<file path="src/rtl/snake_pkg.sv">
// Shared types and constants for the snake game timing blocks.
package snake_pkg;

    typedef enum logic [1:0] {
        IDLE  = 2'b00,
        RUN   = 2'b01,
        PAUSE = 2'b10,
        DONE  = 2'b11
    } state_t;

    localparam int unsigned BCD_W          = 4;
    localparam int unsigned TIME_LIMIT_DEF = 60;
    localparam int unsigned WARN_AT_DEF    = 50;

    function automatic logic [6:0] bcd_to_bin(input logic [BCD_W-1:0] tens,
                                              input logic [BCD_W-1:0] units);
        return 7'(tens * 10) + 7'(units);
    endfunction

endpackage

</file>
<file path="src/rtl/bcd_sec_counter.sv">
// Two-digit BCD seconds counter, 00..99, synchronous clear over increment.
module bcd_sec_counter
    import snake_pkg::*;
(
    input  logic             clk,
    input  logic             rst_n,
    input  logic             clr,
    input  logic             inc,
    output logic [BCD_W-1:0] tens,
    output logic [BCD_W-1:0] units
);

    always_ff @(posedge clk or negedge rst_n) begin
        if (!rst_n) begin
            tens  <= '0;
            units <= '0;
        end else if (clr) begin
            tens  <= '0;
            units <= '0;
        end else if (inc) begin
            if (units == BCD_W'(9)) begin
                units <= '0;
                tens  <= (tens == BCD_W'(9)) ? '0 : tens + 1'b1;
            end else begin
                units <= units + 1'b1;
            end
        end
    end

endmodule

</file>
<file path="src/rtl/game_timer_ctrl.sv">
// Run-control sequencer: one-second prescaler, BCD elapsed-time counter,
// and warning/time-limit flags for the snake game.
module game_timer_ctrl
    import snake_pkg::*;
#(
    parameter int unsigned TICK_DIV   = 1000,
    parameter int unsigned TIME_LIMIT = TIME_LIMIT_DEF,
    parameter int unsigned WARN_AT    = WARN_AT_DEF
) (
    input  logic       clk,
    input  logic       rst_n,
    input  logic       start,
    input  logic       pause_tgl,
    input  logic       game_over,
    output logic [7:0] time_bcd,
    output logic [1:0] state,
    output logic       running,
    output logic       warn,
    output logic       expired,
    output logic       timeout_pulse
);

    localparam int unsigned PW = (TICK_DIV > 1) ? $clog2(TICK_DIV) : 1;

    state_t           cur, nxt;
    logic [PW-1:0]    pres;
    logic [BCD_W-1:0] tens, units;
    logic [6:0]       secs;
    logic             advance, sec_tick, limit_hit, inc, clr;
    logic             expired_nxt, pulse_nxt;

    assign secs = bcd_to_bin(tens, units);

    // The cycle that samples pause_tgl in RUN is not a counting cycle.
    assign advance   = (cur == RUN) && !pause_tgl;
    assign sec_tick  = advance && (pres == PW'(TICK_DIV - 1));
    assign limit_hit = sec_tick && (secs == 7'(TIME_LIMIT - 1));
    assign inc       = sec_tick && !game_over;

    always_comb begin
        nxt         = cur;
        clr         = 1'b0;
        expired_nxt = expired;
        pulse_nxt   = 1'b0;
        case (cur)
            IDLE: begin
                if (start) begin
                    nxt = RUN;
                    clr = 1'b1;
                end
            end
            RUN: begin
                if (game_over) begin
                    nxt         = DONE;
                    expired_nxt = 1'b0;
                end else if (limit_hit) begin
                    nxt         = DONE;
                    expired_nxt = 1'b1;
                    pulse_nxt   = 1'b1;
                end else if (pause_tgl) begin
                    nxt = PAUSE;
                end
            end
            PAUSE: begin
                if (game_over) begin
                    nxt         = DONE;
                    expired_nxt = 1'b0;
                end else if (pause_tgl) begin
                    nxt = RUN;
                end
            end
            DONE: begin
                if (start) begin
                    nxt         = RUN;
                    clr         = 1'b1;
                    expired_nxt = 1'b0;
                end
            end
            default: nxt = IDLE;
        endcase
    end

    always_ff @(posedge clk or negedge rst_n) begin
        if (!rst_n) begin
            cur           <= IDLE;
            expired       <= 1'b0;
            timeout_pulse <= 1'b0;
        end else begin
            cur           <= nxt;
            expired       <= expired_nxt;
            timeout_pulse <= pulse_nxt;
        end
    end

    // Held rather than cleared outside RUN so a paused partial second survives.
    always_ff @(posedge clk or negedge rst_n) begin
        if (!rst_n) begin
            pres <= '0;
        end else if (clr) begin
            pres <= '0;
        end else if (advance) begin
            pres <= (pres == PW'(TICK_DIV - 1)) ? '0 : pres + 1'b1;
        end
    end

    bcd_sec_counter u_sec (
        .clk   (clk),
        .rst_n (rst_n),
        .clr   (clr),
        .inc   (inc),
        .tens  (tens),
        .units (units)
    );

    assign time_bcd = {tens, units};
    assign state    = cur;
    assign running  = (cur == RUN);
    assign warn     = (cur != IDLE) && (secs >= 7'(WARN_AT));

endmodule

</file>
<file path="config.mk">
export PLATFORM = sky130hd
export DESIGN_NAME = game_timer_ctrl
export DESIGN_NICKNAME = d
export VERILOG_FILES = /design/src/rtl/snake_pkg.sv /design/src/rtl/bcd_sec_counter.sv /design/src/rtl/game_timer_ctrl.sv
export SDC_FILE = /design/constraint.sdc
export NUM_CORES = 1
export LEC_CHECK = 0
export CAP_MARGIN = 10
export CORE_UTILIZATION = 40
export CTS_CLUSTER_SIZE = 8
export DETAILED_ROUTE_END_ITERATION = 10
export GPL_ROUTABILITY_DRIVEN = 1
export PLACE_DENSITY = 0.69
export REMOVE_ABC_BUFFERS = 1
export SLEW_MARGIN = 40
export SYNTH_ARGS = -nofsm -noshare
export SYNTH_HDL_FRONTEND = slang
export SYNTH_SLANG_ARGS = --single-unit
</file>
<file path="constraint.sdc">
create_clock -name clk -period 2.8 [get_ports clk]
set_input_delay 0.28 -clock clk [delete_from_list [all_inputs] [get_ports clk]]
set_output_delay 0.28 -clock clk [all_outputs]
set_load 0.03 [all_outputs]
</file>
==> results of run 1 <==
==> area by class of cell <==
| cell class | instances | area share [%] |
|---|---|---|
| clock buffers | 4 | 2.65 |
| inverters | 12 | 2.17 |
| multi-input cells | 148 | 52.0 |
| flip-flops and latches | 22 | 26.5 |
| well taps | 48 | 2.89 |
| repair buffers | 32 | 13.8 |
==> power by group through the flow <==
stage | logic [W] | registers (W) | clock network, W
global placement | 0.000410 | 0.000378 | 0
global route | 0.000463 | 0.000379 | 0.000247
floorplan | 0.000251 | 0.000397 | 0
finish | 0.000411 | 0.000373 | 0.000234
detailed placement | 0.000410 | 0.000379 | 0
CTS | 0.000412 | 0.000373 | 0.000242
==> layer usage <==
metal / track usage [%] / wire [um] / up-vias
met5: 0 / 0 / -
met4: 3.33 / 43 / 0
met3: 3.17 / 122 / 4
met2: 31.0 / 1810 / 40
met1: 26.4 / 1830 / 690
li1: - / - / 737
==> placed cells by master (no fill, tap or decap), types with 3 or more instances in the layout <==
cell and count:
nor2_1 14, and3_1 5, nand4_1 8, buf_4 14, clkbuf_8 4, a21oi_1 11, dfrtp_1 21, xnor2_1 3
nor2b_1 3, xor2_1 3, inv_1 10, clkdlybuf4s50_1 17, ha_4 6, nand2_1 22, nand3_1 8, nor3_1 6
a31oi_1 3, ha_1 7, o21ai_0 14
==> worst max-delay path by stage <==
stage | start | to | slack [ps] | cells after the start
floorplan | u_sec.tens[0] | warn | -390 | 8
global placement | u_sec.tens[3] | expired | 220 | 9
detailed placement | u_sec.tens[3] | expired | 190 | 9
CTS | u_sec.tens[0] | warn | 10 | 11
global route | u_sec.tens[0] | warn | -110 | 11
finish | u_sec.tens[0] | warn | 20 | 11
==> cells by family (layout without fill, tap and decap cells) <==
family | after synthesis | count (layout) | share of synthesized area, %
buffers and inverters | 15 | 48 | 3.79
muxes | 2 | 2 | 1.26
adders and majority gates | 15 | 15 | 12.8
and+or+nand+nor | 83 | 83 | 27.9
AOI/OAI and AO/OA | 41 | 41 | 15.6
xor gates and xnor gates | 7 | 7 | 3.87
DFF | 22 | 22 | 34.8
==> state kept, by name (all words and copies together), names as in the netlist <==
name / cells
u_sec.tens: 4
pres: 10
u_sec.units: 4
state: 2
timeout_pulse: 1
expired: 1
==> critical path, stage by stage (launching register included) <==
cell      delay (ps)
dfrtp_1          420
buf_6            150
ha_4             130
inv_2             40
fa_2             380
xnor2_2          170
nor3b_2          290
buf_4            160
o21ai_1           50
o21bai_1         160
nor3b_2          150
buf_4            170
==> metrics by stage <==
step	util, %	TNS [ps]	hold slack [ps]
after global routing	56.0	-107	400
after detailed placement	50.0	0	533
after floorplan	-	-452	-15.6
after CTS	52.0	0	369
after global placement	50.0	0	525
final	56.0	0	358
==> timing repair <==
item	CTS	global route
setup buffers	1	6
resized for setup	2	19
setup endpoints to repair	1	2
pin swaps	0	10
==> flow_summary.json, run 1 <==
{
  "drt_iter0_markers": 102,
  "gp_congestion": 0.847,
  "htree_num_levels": 1,
  "clockPowerShare_pct": 23.0,
  "grt_pass1_wl_mm": 6.25,
  "vias": 1471,
  "dpl_worst_slack_ps": 192,
  "synth_cells": 185,
  "cts_tree": "done",
  "fmax_ghz": 0.359,
  "drive_above_1_share_pct": 17.4,
  "fin_skew_ps": 3.23,
  "peakVddDrop_mv": 0.502,
  "netSwitchingPower_w": 0.000394,
  "yosys_warnings": 0,
  "period_minus_slack_ps": 2780,
  "io_pins": 19,
  "synth_flop_cell": "dfrtp_1",
  "p_comb_share_pct": 40.4,
  "port_buffers": 18,
  "initial_core_util_pct": 42.6,
  "antenna_violating_nets_post_route": 0,
  "max_cap_violations": 0,
  "fin_nets": 239,
  "power_density_nw_per_um2": 489,
  "finalInstanceArea_um2": 2080,
  "grt.overflow.total": 0,
  "hold_buffers": 0,
  "cts.path.max_buffers": 2,
  "grt_pass1_vias": 1349,
  "synth_area_um2": 1580,
  "synth.distinct_cells": 41,
  "setup_violations": 0,
  "seqCellArea_um2": 552,
  "report.power.total_w": 0.00102,
  "dp_hpwl_mm": 2.56,
  "tightest_slew_ps": 520,
  "p_leak_nw": 0.879,
  "final_max_slew_viol_count": 0,
  "p_sw_share_pct": 38.8,
  "synth_top_area_share_pct": 34.8,
  "r2r_end": "state[1]",
  "cp-start-kind": "register",
  "core_area_um2": 3720,
  "synth_common_cells": "22 x dfrtp_1, 22 x nand2_1, 16 x o21ai_0",
  "synth_top_area_cell": "dfrtp_1",
  "reg2reg_depth": 9,
  "critPathKind": "reg -> out",
  "fillers": 354,
  "synth_area_leaders": "dfrtp_1 35%, ha_1 10%, nand2_1 5.2%, o21ai_0 5.1%, a21oi_1 3.5%",
  "synth_edf_count": 0,
  "crit_required_ps": 2520,
  "wire_per_inst_um": 14.3,
  "gr-usage-all-layers_pct": 19.0,
  "seqPwrFrac_pct": 36.7,
  "slew-limit-headroom_pct": 65.3,
  "yosysSeqAreaShare_pct": 34.8,
  "antenna_found_initial": 0,
  "die_h_um": 64.9,
  "async_reset_ff_share_pct": 100,
  "dieWidth_um": 64.9,
  "wl_mm": 3.81,
  "reg2reg_from": "u_sec.tens[3]",
  "finalCritPeriodShare_pct": 99.4,
  "min_path_type": "in -> async",
  "fp-row-count": 22,
  "root_buffer": "clkbuf_8",
  "cts_buffers": 3,
  "rsz0062_at_grt": "yes",
  "outcome": "finished, final reports clean",
  "multiInputGateArea_um2": 1080,
  "routed_via_density": 5.53,
  "crit_fanout": 5,
  "ff2ff_setup_slack_ps": 140,
  "place_inst": 255,
  "clk_pin_slew_ps": 80,
  "critPathArrivalTime_ps": 2500,
  "antenna_cells": 0,
  "drc": 0,
  "syn_avg_cell_area_um2": 8.56,
  "finalHoldViolCount": 0,
  "dr.pass1.iters": 4,
  "setup_ws_ps": 16.5,
  "synth-seq-cells": 22,
  "cp-end-kind": "output port",
  "die_area_um2": 4220,
  "clk_latency_ps": 260,
  "instances_no_fill": 266,
  "placed_area_um2": 1860,
  "areaGrowthSynthToFinish_pct": 31.3,
  "numClockSinks": 22,
  "grt_max_degree": 23,
  "p_int_w": 0.000623
}
Note: power is estimated with default switching activity, not from simulation.
==> inputs of run 2 (changes only) <==
Settings changed: ABC_AREA set to 1.
==> run 2 against run 1 <==
Flip-flop and latch count unchanged. Design area is 7.2% lower. Routed wire length decreased by 19%. Register-to-register slack better by 280 ps. Combinational power rose to 3.6 times the previous value.
==> flow_summary.json, run 2 <==
{
  "outcome": "finished, final reports clean",
  "async_reset_ff_share_pct": 100,
  "initial_core_util_pct": 42.5,
  "synth_cells": 207,
  "crit_fanout": 5,
  "numClockSinks": 22,
  "finalHoldViolCount": 0,
  "tightest_slew_ps": 318,
  "setup_ws_ps": 115,
  "antenna_violating_nets_post_route": 0,
  "synth_top_area_share_pct": 34.6,
  "dpl_worst_slack_ps": 342,
  "reg2reg_from": "u_sec.tens[3]",
  "synth-seq-cells": 22,
  "min_path_type": "in -> async",
  "slowest_stage": "fa_1",
  "fp-row-count": 22,
  "layout_common_cells": "38 x nand2_1, 34 x inv_1, 20 x dfrtp_1",
  "cts_tree": "done",
  "fin_nets": 254,
  "wire_per_inst_um": 11.0,
  "gp_congestion": 0.875,
  "htree_num_levels": 1,
  "crit_path_max_incr_delay_ps": 540,
  "fin_skew_ps": 11.9,
  "drt_iter0_markers": 53,
  "synth.distinct_cells": 33,
  "root_buffer": "clkbuf_8",
  "period_minus_slack_ps": 2680,
  "core_area_um2": 3740,
  "fillers": 387,
  "instances_no_fill": 280,
  "clk_latency_ps": 270,
  "synth_area_leaders": "dfrtp_1 35%, ha_1 10%, nand2_1 9.0%, inv_1 8.3%, nand3_1 4.7%",
  "fmax_ghz": 0.372,
  "crit_required_ps": 2520,
  "grt_pass1_wl_mm": 5.22,
  "path_buf_inv": 3,
  "cp-start-kind": "register",
  "report.power.total_w": 0.00225,
  "crit_cells": 11,
  "critPathArrivalTime_ps": 2400,
  "synth_edf_count": 0,
  "syn_avg_cell_area_um2": 7.68,
  "reg_top3": "pres (10), u_sec.tens (4), u_sec.units (4)",
  "die_area_um2": 4230,
  "cp_top_family": "adder cells",
  "grt_pass1_vias": 1207,
  "finalCritPeriodShare_pct": 95.9,
  "slew-limit-headroom_pct": 78.8,
  "clk_pin_slew_ps": 80,
  "critPathKind": "reg -> out",
  "die_h_um": 65.1,
  "cts_buffers": 3,
  "largest_reg_flops": 10,
  "port_buffers": 18,
  "drive_above_1_share_pct": 13.8,
  "cp-end-kind": "output port",
  "yosysSeqAreaShare_pct": 34.6,
  "regMostFlops": "pres",
  "utilization_pct": 51.5,
  "cts.path.max_buffers": 2,
  "grt_max_degree": 23,
  "antenna_cells": 0,
  "peakVddDrop_mv": 0.355,
  "wl_mm": 3.09,
  "cp-startpoint": "u_sec.tens[3]",
  "gr-usage-all-layers_pct": 16.1,
  "reg2reg_depth": 14,
  "setup_violations": 0,
  "grt.overflow.total": 0,
  "synth_common_cells": "38 x nand2_1, 35 x inv_1, 22 x dfrtp_1",
  "antenna_found_initial": 0,
  "synth_flop_cell": "dfrtp_1",
  "dieWidth_um": 65.1,
  "final_common_cell": "nand2_1",
  "yosys_warnings": 0,
  "dr.pass1.iters": 4,
  "drc": 0,
  "p_leak_nw": 0.919,
  "synth_top_area_cell": "dfrtp_1",
  "max_cap_violations": 0,
  "final_max_slew_viol_count": 0,
  "routed_via_density": 4.88,
  "dp_hpwl_mm": 2.41,
  "synth_area_um2": 1590,
  "areaGrowthSynthToFinish_pct": 21.3,
  "place_inst": 274,
  "power_density_nw_per_um2": 1170,
  "crit_chain": "ha_4 -> ha_4 -> inv_2 -> fa_1 -> inv_1 -> nand2_1 -> nand2_1 -> nor2_2 -> o31ai_1 -> a21oi_1 -> buf_4",
  "io_pins": 19,
  "synth_most_common_cell": "nand2_1",
  "vias": 1366
}
## run 2: through the flow
| stage | area (um2) | hold WS [ps] | TNS [ps] |
|---|---|---|---|
| 6_report | 1930 | 353 | 0 |
| 5_1_grt | 1930 | 375 | -15.8 |
| 4_1_cts | 1880 | 363 | 0 |
| 3_5_place_dp | 1840 | 489 | 0 |
| 3_3_place_gp | 1840 | 480 | 0 |
| 2_1_floorplan | 1590 | -15.6 | 0 |
## run 2: path summary, 6_finish.rpt
check                                 end  slack (ps)
max                                  warn         120
min                        u_sec.units[3]         350
max reg2reg                      state[0]         420
min reg2reg                       expired         500
max in group asynchronous   u_sec.tens[1]        2210
min in group clk                  expired         500
## run 2: layout make-up
class,count,area [um2],share of cell area [%]
clock buffers,3,41.3,2.14
repair buffers,22,208,10.8
inverters,41,155,8.04
flip-flops and latches,22,553,28.7
multi-input cells,144,912,47.3
well taps,48,60.1,3.11
## run 2: report_power, final
part	total [W]	internal, W	switching, W
clock	0.000200	0.0000963	0.000104
sequential	0.000552	0.000420	0.000132
combinational	0.00150	0.000615	0.000888
## run 2: routing by layer
| metal | global-route usage [%] | part of all wire (%) | vias to the layer above |
|---|---|---|---|
| met5 | 0 | 0 | - |
| li1 | - | - | 715 |
| met2 | 26.2 | 47 | 18 |
| met3 | 3.17 | 2.7 | 5 |
| met1 | 21.2 | 49 | 628 |
| met4 | 5.71 | 1.2 | 0 |
## run 2: worst register-to-register path, stage by stage (launching register included)
cell,delay [ps]
dfrtp_2,460
ha_4,290
ha_4,110
inv_2,30
fa_1,490
nor2_1,160
nand3_1,90
nand2_1,90
nand3_1,120
nand2_1,100
nand2_1,60
nand2_1,90
nand2_1,80
nand2_1,60
nand2_1,50
## run 2: repair_timing
action | CTS | global route
buffers inserted | 0 | 3
hold buffers | 0 | 0
gates resized for setup | 0 | 7
setup endpoints to repair | 0 | 1
## run 2: cells by family after synthesis
| family | after synthesis | synth area share, % |
|---|---|---|
| AO/OA/AOI/OAI | 30 | 11.6 |
| XOR/XNOR | 6 | 3.30 |
| adder cells (fa/ha/maj) | 15 | 12.7 |
| buffers and inverters | 41 | 9.76 |
| flip-flops | 22 | 34.6 |
| AND/OR/NAND/NOR | 93 | 28.0 |
